## src/rtl/fetch_pkg.sv

```systemverilog
// Shared types and constants for the KGP-RISC instruction-fetch sequencer.
package fetch_pkg;

  typedef enum logic [1:0] {
    FILL   = 2'd0,
    RUN    = 2'd1,
    BUBBLE = 2'd2
  } fetch_state_e;

  localparam int unsigned DEF_RESET_VECTOR = 0;

  localparam logic [2:0] OPC_BRANCH = 3'b011;
  localparam logic [2:0] OPC_JUMP   = 3'b100;
  localparam logic [3:0] FC_CALL    = 4'd9;
  localparam logic [3:0] FC_RET     = 4'd10;

  // Returns {is_call, is_ret} for the redirecting instruction's opcode/fcode.
  function automatic logic [1:0] ras_op(input logic [2:0] opcode, input logic [3:0] fcode);
    logic br;
    br = (opcode == OPC_BRANCH) || (opcode == OPC_JUMP);
    return {br && (fcode == FC_CALL), br && (fcode == FC_RET)};
  endfunction

endpackage

```

## src/rtl/fetch_unit_if.sv

```systemverilog
// Redirect and instruction-memory bus between the fetch unit and its surroundings.
interface fetch_unit_if #(
  parameter int PC_W    = 8,
  parameter int INSTR_W = 32
);
  logic               PC_select;
  logic [PC_W-1:0]    branch_PC;
  logic               is_call;
  logic               is_ret;
  logic               imem_rd_en;
  logic [PC_W-1:0]    imem_addr;
  logic [INSTR_W-1:0] imem_rdata;

  // Redirect inputs are a level request: the fetch unit acts on them only in a
  // non-stalled RUN cycle, so upstream holds them across a stall. imem_rdata
  // corresponds to the imem_addr launched at the previous edge whenever
  // imem_rd_en is high.
  modport master (
    input  PC_select, branch_PC, is_call, is_ret, imem_rdata,
    output imem_rd_en, imem_addr
  );

  modport slave (
    output PC_select, branch_PC, is_call, is_ret, imem_rdata,
    input  imem_rd_en, imem_addr
  );
endinterface

```

## src/rtl/fetch_unit_ras.sv

```systemverilog
// Circular return-address stack: push overwrites the oldest entry when full,
// pop of an empty stack or a push/pop conflict sets a sticky error.
module ret_addr_stack #(
  parameter int RAS_DEPTH = 4,
  parameter int PC_W      = 8
) (
  input  logic                         clk,
  input  logic                         rst_n,
  input  logic                         push,
  input  logic                         pop,
  input  logic                         conflict,
  input  logic [PC_W-1:0]              push_data,
  output logic [PC_W-1:0]              top,
  output logic [$clog2(RAS_DEPTH):0]   count,
  output logic                         err
);
  localparam int PTR_W = $clog2(RAS_DEPTH);
  localparam logic [PTR_W:0] FULL = (PTR_W+1)'(RAS_DEPTH);

  logic [PC_W-1:0]  entries_q [RAS_DEPTH];
  logic [PC_W-1:0]  entries_d [RAS_DEPTH];
  logic [PTR_W-1:0] ptr_q, ptr_d, wr_idx;
  logic [PTR_W:0]   count_q, count_d;
  logic             err_q, err_d;

  assign wr_idx = ptr_q + 1'b1;

  always_comb begin
    entries_d = entries_q;
    ptr_d     = ptr_q;
    count_d   = count_q;
    err_d     = err_q;
    if (conflict) begin
      err_d = 1'b1;
    end else if (push) begin
      entries_d[wr_idx] = push_data;
      ptr_d             = wr_idx;
      if (count_q != FULL) count_d = count_q + 1'b1;
    end else if (pop) begin
      if (count_q == '0) begin
        err_d = 1'b1;
      end else begin
        ptr_d   = ptr_q - 1'b1;
        count_d = count_q - 1'b1;
      end
    end
  end

  always_ff @(posedge clk) begin
    if (!rst_n) begin
      for (int i = 0; i < RAS_DEPTH; i++) entries_q[i] <= '0;
      ptr_q   <= '0;
      count_q <= '0;
      err_q   <= 1'b0;
    end else begin
      entries_q <= entries_d;
      ptr_q     <= ptr_d;
      count_q   <= count_d;
      err_q     <= err_d;
    end
  end

  assign top   = (count_q == '0) ? '0 : entries_q[ptr_q];
  assign count = count_q;
  assign err   = err_q;
endmodule

```

## src/rtl/fetch_unit.sv

```systemverilog
// Instruction-fetch sequencer: owns the PC, drives the instruction memory,
// squashes the wrong-path word after a redirect and predicts returns via the RAS.
module fetch_unit
  import fetch_pkg::*;
#(
  parameter int              PC_W         = 8,
  parameter int              INSTR_W      = 32,
  parameter int              RAS_DEPTH    = 4,
  parameter logic [PC_W-1:0] RESET_VECTOR = PC_W'(DEF_RESET_VECTOR)
) (
  input  logic                       clk,
  input  logic                       rst_n,
  input  logic                       stall,
  fetch_unit_if.master               bus,
  output logic [INSTR_W-1:0]         instr,
  output logic [PC_W-1:0]            instr_pc,
  output logic                       instr_valid,
  output logic [PC_W-1:0]            ret_addr,
  output logic                       ras_err,
  output fetch_state_e               state_dbg,
  output logic [$clog2(RAS_DEPTH):0] ras_count_dbg
);
  fetch_state_e       state_q, state_d;
  logic [PC_W-1:0]    addr_q, addr_d;
  logic [PC_W-1:0]    ipc_q, ipc_d;
  logic [INSTR_W-1:0] instr_q, instr_d;
  logic               valid_q, valid_d;
  logic               take, push, pop, conflict;
  logic [PC_W-1:0]    target;

  // Only an instruction issued in RUN is on the correct path, so only RUN redirects.
  assign take     = (state_q == RUN) && bus.PC_select && !stall;
  assign conflict = take && bus.is_call && bus.is_ret;
  assign push     = take && bus.is_call && !bus.is_ret;
  assign pop      = take && bus.is_ret && !bus.is_call;
  assign target   = pop ? ret_addr : bus.branch_PC;

  ret_addr_stack #(.RAS_DEPTH(RAS_DEPTH), .PC_W(PC_W)) u_ras (
    .clk       (clk),
    .rst_n     (rst_n),
    .push      (push),
    .pop       (pop),
    .conflict  (conflict),
    .push_data (instr_pc + 1'b1),
    .top       (ret_addr),
    .count     (ras_count_dbg),
    .err       (ras_err)
  );

  always_comb begin
    state_d = state_q;
    addr_d  = addr_q;
    ipc_d   = ipc_q;
    instr_d = instr_q;
    valid_d = valid_q;
    if (!stall) begin
      instr_d = bus.imem_rdata;
      ipc_d   = addr_q;
      valid_d = 1'b1;
      addr_d  = addr_q + 1'b1;
      unique case (state_q)
        FILL, BUBBLE: state_d = RUN;
        RUN: begin
          state_d = RUN;
          if (take) begin
            // The word returning now follows the redirecting instruction: squash it.
            state_d = BUBBLE;
            valid_d = 1'b0;
            addr_d  = target;
          end
        end
        default: state_d = FILL;
      endcase
    end
  end

  always_ff @(posedge clk) begin
    if (!rst_n) begin
      state_q <= FILL;
      addr_q  <= RESET_VECTOR;
      ipc_q   <= '0;
      instr_q <= '0;
      valid_q <= 1'b0;
    end else begin
      state_q <= state_d;
      addr_q  <= addr_d;
      ipc_q   <= ipc_d;
      instr_q <= instr_d;
      valid_q <= valid_d;
    end
  end

  assign bus.imem_rd_en = rst_n && !stall;
  assign bus.imem_addr  = addr_q;
  assign instr          = instr_q;
  assign instr_pc       = ipc_q;
  assign instr_valid    = valid_q;
  assign state_dbg      = state_q;
endmodule
```

## src/flat_wrapper.sv

```systemverilog
// flat-port wrapper written by rule: the top's interface ports become plain ports
module fetch_unit_flat import fetch_pkg::*;
#(
  parameter int              PC_W         = 8,
  parameter int              INSTR_W      = 32,
  parameter int              RAS_DEPTH    = 4,
  parameter logic [PC_W-1:0] RESET_VECTOR = PC_W'(DEF_RESET_VECTOR)
)
  (clk, rst_n, stall, instr, instr_pc, instr_valid, ret_addr, ras_err, state_dbg, ras_count_dbg, bus_PC_select, bus_branch_PC, bus_is_call, bus_is_ret, bus_imem_rdata, bus_imem_rd_en, bus_imem_addr);
  fetch_unit_if #(.PC_W(PC_W), .INSTR_W(INSTR_W)) bus_i ();
  input  logic clk;
  input  logic rst_n;
  input  logic stall;
  output logic [INSTR_W-1:0] instr;
  output logic [PC_W-1:0] instr_pc;
  output logic instr_valid;
  output logic [PC_W-1:0] ret_addr;
  output logic ras_err;
  output fetch_state_e state_dbg;
  output logic [$clog2(RAS_DEPTH):0] ras_count_dbg;
  input wire logic [$bits(bus_i.PC_select)-1:0] bus_PC_select;
  input wire logic [$bits(bus_i.branch_PC)-1:0] bus_branch_PC;
  input wire logic [$bits(bus_i.is_call)-1:0] bus_is_call;
  input wire logic [$bits(bus_i.is_ret)-1:0] bus_is_ret;
  input wire logic [$bits(bus_i.imem_rdata)-1:0] bus_imem_rdata;
  output wire logic [$bits(bus_i.imem_rd_en)-1:0] bus_imem_rd_en;
  output wire logic [$bits(bus_i.imem_addr)-1:0] bus_imem_addr;
  assign bus_i.PC_select = bus_PC_select;
  assign bus_i.branch_PC = bus_branch_PC;
  assign bus_i.is_call = bus_is_call;
  assign bus_i.is_ret = bus_is_ret;
  assign bus_i.imem_rdata = bus_imem_rdata;
  assign bus_imem_rd_en = bus_i.imem_rd_en;
  assign bus_imem_addr = bus_i.imem_addr;
  fetch_unit #(.PC_W(PC_W), .INSTR_W(INSTR_W), .RAS_DEPTH(RAS_DEPTH), .RESET_VECTOR(RESET_VECTOR)) u_core (.clk(clk), .rst_n(rst_n), .stall(stall), .bus(bus_i), .instr(instr), .instr_pc(instr_pc), .instr_valid(instr_valid), .ret_addr(ret_addr), .ras_err(ras_err), .state_dbg(state_dbg), .ras_count_dbg(ras_count_dbg));
endmodule
```

## config.mk

```make
export PLATFORM = sky130hd
export DESIGN_NAME = fetch_unit_flat
export DESIGN_NICKNAME = d
export VERILOG_FILES = /design/src/rtl/fetch_pkg.sv /design/src/rtl/fetch_unit_if.sv /design/src/rtl/fetch_unit_ras.sv /design/src/rtl/fetch_unit.sv /design/src/flat_wrapper.sv
export SDC_FILE = /design/constraint.sdc
export NUM_CORES = 1
export LEC_CHECK = 0
export ABC_AREA = 1
export CAP_MARGIN = 20
export CORE_MARGIN = 4
export CORE_UTILIZATION = 50
export CTS_CLUSTER_DIAMETER = 60
export DETAILED_ROUTE_END_ITERATION = 8
export PLACE_DENSITY = 0.9
export SLEW_MARGIN = 0
export SYNTH_ARGS = -nofsm -noshare
export SYNTH_HDL_FRONTEND = slang
export SYNTH_SLANG_ARGS = --single-unit
```

## constraint.sdc

```tcl
create_clock -name clk -period 2.4 [get_ports clk]
set_input_delay 0.24 -clock clk [delete_from_list [all_inputs] [get_ports clk]]
set_output_delay 0.24 -clock clk [all_outputs]
set_load 0.05 [all_outputs]
```

==> results of run 1 <==
metal layers:
layer  vias up  share of wire  global-route usage
met5         -              0                   0
met4         0          0.028              0.0958
met3        33          0.076              0.0594
met2       204           0.50               0.416
met1      1791           0.40               0.317
li1       1864              -                   -
flip-flops by register name, indices dropped and copies added (netlist names), 2 cells and up:
register,count
u_core.u_ras.count,3
u_core.state_dbg,2
u_core.u_ras.entries_q,32
u_core.u_ras.ptr_q,2
u_core.instr,32
u_core.bus.imem_addr,8
u_core.instr_pc,8
timing repair:
action                                  CTS  global route
endpoints found under the setup margin    2             2
pin swaps                                 0             0
cloned                                    0             0
endpoints found under the hold margin     0             0
resized for setup                         1             2
where the power goes:
part,internal [mW],switching (mW)
sequential,1.53,0.0438
clock,0.705,0.565
combinational,0.206,0.319
total,2.44,0.928
layout by cell type, fill, tap and decap left out, drive strengths merged:
master         count
nand4              1
ha                 7
a211oi             1
nand2             97
o22ai              2
xor2               5
nor3               1
dlymetal6s2s       2
inv               49
o21ai             60
xnor2              1
nand3             21
a22o              33
clkinv             2
nor2              68
o21a               1
a31oi              1
a21oi             37
bufinv             4
clkdlybuf4s50    100
dfxtp             89
clkbuf             9
buf               14
o211ai             4
logic make-up after synthesis:
group                      synth area share
and+or+nand+nor                       0.208
AOI/OAI and AO/OA                     0.218
DFF                                   0.457
buffers and inverters                0.0812
adders and majority gates            0.0225
xor gates and xnor gates             0.0135
worst register-to-register path, cell delays in order, from the launching register on:
cell and delay, ns:
dfxtp_1 0.38, inv_1 0.09, nor2_4 0.12, nand3_4 0.19, xnor2_1 0.20, inv_1 0.06, ha_1 0.19, nor2_1 0.08
nand2_1 0.06, nand2_1 0.08, nand3_1 0.08, nand2_1 0.06, nor2_1 0.04
path summary, 6_finish.rpt:
kind	depth (start not counted)	start	to	slack, ns
setup / recovery	5	stall	bus_imem_rd_en	0.20
hold / removal	2	bus_imem_rdata[5]	u_core.instr[5]	0.46
setup reg to reg	12	u_core.state_dbg[0]	u_core.u_ras.count[2]	0.69
hold reg to reg	2	u_core.u_ras.entries_q[26]	u_core.u_ras.entries_q[26]	0.48
Yosys cell counts:
master / instances / area (um^2)
nand2_1: 96 / 360
dfxtp_1: 89 / 1780
nor2_1: 58 / 218
o21ai_0: 47 / 235
inv_1: 43 / 161
a21oi_1: 34 / 170
a22o_1: 33 / 289
nand3_1: 20 / 100
o21ai_1: 13 / 65.1
buf_2: 8 / 40.0
ha_1: 7 / 87.6
nor2_4: 7 / 78.8
clkbuf_1: 6 / 22.5
buf_6: 5 / 56.3
xor2_1: 5 / 43.8
o211ai_1: 4 / 30.0
a21oi_2: 3 / 26.3
inv_2: 3 / 11.3
nor2_2: 3 / 18.8
o22ai_1: 2 / 12.5
a211oi_1: 1 / 7.51
a31oi_1: 1 / 6.26
buf_1: 1 / 3.75
bufinv_8: 1 / 17.5
clkinv_1: 1 / 3.75
nand2_2: 1 / 6.26
nand3_4: 1 / 17.5
nand4_1: 1 / 6.26
nor3_1: 1 / 5.00
o21a_1: 1 / 7.51
xnor2_1: 1 / 8.76
area by class of cell:
cell class                 instances  area [um^2]  share of cell area
multi-input combinational        340         1800               0.335
sequential                        89         1780               0.331
timing repair buffer             116         1230               0.229
inverter                          48          194              0.0360
clock buffer                       9          124              0.0230
clock inverter                     7          124              0.0230
tap                               99          124              0.0230
==> flow_summary_export.csv, run 1 <==
group,metric,value,unit
floorplanning,die_x,96.3,um
synthesis,syn_area_per_cell,7.84,um^2
power_and_ir_drop,finalPower,3.36,mW
finish,n_antenna_cell,0,
grt,grt_antenna_before_repair,0,
clocking,cts_setup_buffers,0,
worst_hold_path,min_path_type,"primary input to flip-flop",
worst_setup_path,cp.arrival,1.96,ns
clocking,numCtsBuffers,9,
placed_design,gp_congestion,0.910,
detailed_routing,drc,0,
worst_setup_path,critPathCaptureType,"output port",
detailed_routing,drt_iter0_drc,368,
detailed_routing,vias_per_cell,5.50,
finish,finalNonFillerCells,708,
placed_design,dp_cells,692,
worst_setup_path,crit_buf_inv,4,
clocking,clk_latency,0.36,ns
finish,postLayoutCellArea,5380,um^2
run_status,status,"completed",
finish,drive_gt1_frac,0.0821,
power_and_ir_drop,power.leakage,2.27,nW
grt,track_usage,0.251,
finish,fillCellCount,506,
power_and_ir_drop,power.density,625,nW/um^2
detailed_routing,ant_nets,0,
worst_setup_path,crit_type,"primary input to output port",
worst_setup_path,worst_setup_path_start_kind,"primary input",
floorplanning,core_area,7410,um^2
clocking,path_clk_slew,0.10,ns
synthesis,synthCells,497,
finish,layout.nets,657,
worst_setup_path,max_stage_delay,0.54,ns
detailed_routing,first_pass_iters,6,
sta,fin_crit_sh,0.915,
sta,slew_headroom,0.557,
grt,grt_max_degree,38,
clocking,postCtsHoldBufs,0,
clocking,clockBufferDepth,2,
sta,max_freq,455,MHz
floorplanning,ioPinCount,110,
worst_setup_path,cpLargestDelayFamily,"buffers and inverters",
sta,skew,0.0108,ns
job,cap_violations,0,
floorplanning,start_util,0.526,
worst_setup_path,crit_path_max_fanout,37,
placed_design,portBuffers,109,
placed_design,dpl_worst_slack,0.186,ns
worst_setup_path,path_cells,"clkdlybuf4s50_1 > bufinv_8 > nand2_1 > inv_2 > buf_12",
sta,rsz0062_at_grt,"no",
synthesis,synth_warnings,0,
synthesis,synth_seq_area_share,0.457,
synthesis,ys_seq_elements,89,
sta,min_period,2.20,ns
clocking,cts_tree,"done",
detailed_routing,vias,3892,
detailed_routing,routed_wirelength,11.7,mm
sta,setup_tns,0,ns
grt,gr-total-overflow,0,
floorplanning,die_area,9270,um^2
sta,worst_pin_slew,0.664,ns
synthesis,synthesis.area,3900,um^2
finish,fin_util,0.726,
sta,hold_viol_final,0,
power_and_ir_drop,peakVddDrop,0.000295,V
worst_setup_path,crit_slowest_cell,"inv_2",
clocking,h-tree-depth,3,
sta,slew_violations,0,
synthesis,synth.distinct_cells,31,
clocking,clockRootBuffer,"clkbuf_8",
sta,finalSetupViolations,0,
placed_design,dpl_cell_area,5130,um^2
synthesis,synthesis.nets,550,
grt,grt_pass1_wl,17.9,mm
detailed_routing,post_drt_wl_per_cell,16.5,um
worst_setup_path,worstPathRequired,2.16,ns
sta,whs,0.462,ns
finish,area_delta_synth_final,38.0,%
floorplanning,die_y,96.3,um
floorplanning,rows,31,
sta,setup_ws,0.203,ns
clocking,clock-sinks,89,
placed_design,hpwl,8.18,mm
grt,grt_pass1_vias,3677,
(Power assumes the default switching activity.)
==> run 2: changes to the inputs <==
Settings changed: CORE_UTILIZATION 50 to 44, PLACE_DENSITY 0.9 to 0.82.
==> run 2 against run 1 <==
Worst setup slack better by 0.040 ns. Critical path depth is 1 higher. Register-to-register slack better by 0.03 ns. Critical endpoint is now ret_addr[2]. Largest power group unchanged. Highest routed layer unchanged.
==> flow_summary_export.csv, run 2 (synthesis results as in run 1) <==
group,metric,value,unit
worst_setup_path,cp.arrival,1.92,ns
clocking,cts_tree,"done",
worst_setup_path,crit_path_max_fanout,20,
clocking,clockRootBuffer,"clkbuf_8",
floorplanning,start_util,0.449,
sta,min_period,2.16,ns
finish,area_delta_synth_final,36.8,%
worst_hold_path,min_path_type,"primary input to flip-flop",
grt,grt_pass1_wl,17.8,mm
clocking,numCtsBuffers,9,
sta,max_freq,463,MHz
grt,grt_max_degree,38,
clocking,clk_latency,0.37,ns
sta,setup_ws,0.242,ns
grt,gr-total-overflow,0,
sta,finalSetupViolations,0,
floorplanning,die_x,102,um
finish,final_cell_mix,"100 x clkdlybuf4s50_1, 96 x nand2_1, 89 x dfxtp_1",
sta,setup_tns,0,ns
clocking,ctsResizeCount,0,
worst_setup_path,crit_slowest_cell,"dfxtp_1",
run_status,status,"completed",
worst_setup_path,worst_setup_path_start_kind,"flip-flop",
sta,slew_headroom,0.563,
finish,fillCellCount,754,
clocking,clockBufferDepth,2,
placed_design,dpl_worst_slack,0.265,ns
worst_setup_path,max_stage_delay,0.41,ns
floorplanning,rows,34,
sta,whs,0.464,ns
clocking,postCtsHoldBufs,0,
grt,track_usage,0.218,
finish,layout.nets,657,
detailed_routing,drt_iter0_drc,193,
clocking,cts_setup_buffers,0,
sta,skew,0.0109,ns
detailed_routing,met3_length,901,um
placed_design,gp_congestion,0.946,
detailed_routing,dr_wl_met2,5.39,mm
finish,drive_gt1_frac,0.0837,
detailed_routing,routedLengthMet1,4.67,mm
finish,fin_util,0.615,
detailed_routing,post_drt_wl_per_cell,15.6,um
finish,n_antenna_cell,0,
detailed_routing,vias,3809,
detailed_routing,ant_nets,0,
floorplanning,ioPinCount,110,
floorplanning,die_y,102,um
worst_setup_path,path_cells,"inv_2 > nor2_1 > nor2_1 > o21ai_0 > a21oi_1 > buf_12",
detailed_routing,top_layer_used,"met4",
sta,slew_violations,0,
power_and_ir_drop,power.density,590,nW/um^2
worst_setup_path,cp_common_cell,"nor2_1",
sta,worst_pin_slew,0.655,ns
detailed_routing,vias_per_cell,5.31,
clocking,path_clk_slew,0.10,ns
detailed_routing,drc,0,
grt,grt_pass1_vias,3671,
clocking,clock-sinks,89,
detailed_routing,first_pass_iters,5,
power_and_ir_drop,peakVddDrop,0.000398,V
sta,fin_crit_sh,0.899,
placed_design,portBuffers,109,
clocking,h-tree-depth,3,
grt,grt_antenna_before_repair,0,
sta,rsz0062_at_grt,"no",
job,cap_violations,0,
sta,hold_viol_final,0,
power_and_ir_drop,finalPower,3.15,mW
floorplanning,core_area,8680,um^2
power_and_ir_drop,power.leakage,2.21,nW
worst_setup_path,crit_type,"flip-flop to output port",
floorplanning,die_area,10400,um^2
finish,layout_commonest_cell,"clkdlybuf4s50_1",
detailed_routing,routed_wirelength,11.2,mm
worst_setup_path,worstPathRequired,2.16,ns
placed_design,hpwl,8.27,mm
worst_setup_path,critPathCaptureType,"output port",
[run 2: changes by cell type in the layout (fill, tap and decap cells not counted), sizes merged]
cell / delta
buf: +2
bufinv: -2
clkinv: +2
dlymetal6s2s: -2
clkinvlp: +1
inv: -1
[run 2: per-layer routing]
metal | vias to the layer above | track usage
li1 | 1863 | -
met1 | 1775 | 0.271
met2 | 147 | 0.357
met3 | 24 | 0.0785
met4 | 0 | 0.0626
met5 | - | 0
[run 2: path summary, 6_finish.rpt]
path | from | to | slack (ns) | depth (start not counted)
min reg2reg | u_core.u_ras.entries_q[26] | u_core.u_ras.entries_q[26] | 0.47 | 2
min | bus_imem_rdata[15] | u_core.instr[15] | 0.46 | 2
max | u_core.u_ras.ptr_q[0] | ret_addr[2] | 0.24 | 6
max reg2reg | u_core.u_ras.ptr_q[0] | u_core.u_ras.entries_q[22] | 0.72 | 7
[run 2: area by class of cell]
type	instances	area (um^2)	share of cell area
multi-input cells	340	1800	0.338
flip-flops and latches	89	1780	0.334
repair buffers	116	1220	0.229
inverters	48	194	0.0364
well taps	108	135	0.0253
clock buffers	9	124	0.0232
clock inverters	7	77.6	0.0145
[run 2: where the power goes]
group	switching, mW	internal (mW)	leakage, nW
combinational	0.316	0.206	1.38
clock	0.567	0.490	0.100
sequential	0.0414	1.53	0.725
[run 2: critical path: cells and delay by family (launching register included)]
| kind | cells | cell delay [ns] |
|---|---|---|
| DFF | 1 | 0.41 |
| buffers and inverters | 2 | 0.49 |
| and+or+nand+nor | 2 | 0.18 |
| AOI/OAI and AO/OA | 2 | 0.47 |
[run 2: metrics by stage]
stage | cells | cell area [um^2]
6_report | 717 | 5330
3_3_place_gp | 701 | 5130
5_1_grt | 717 | 5330
2_1_floorplan | 497 | 3900
3_5_place_dp | 701 | 5130
4_1_cts | 717 | 5330
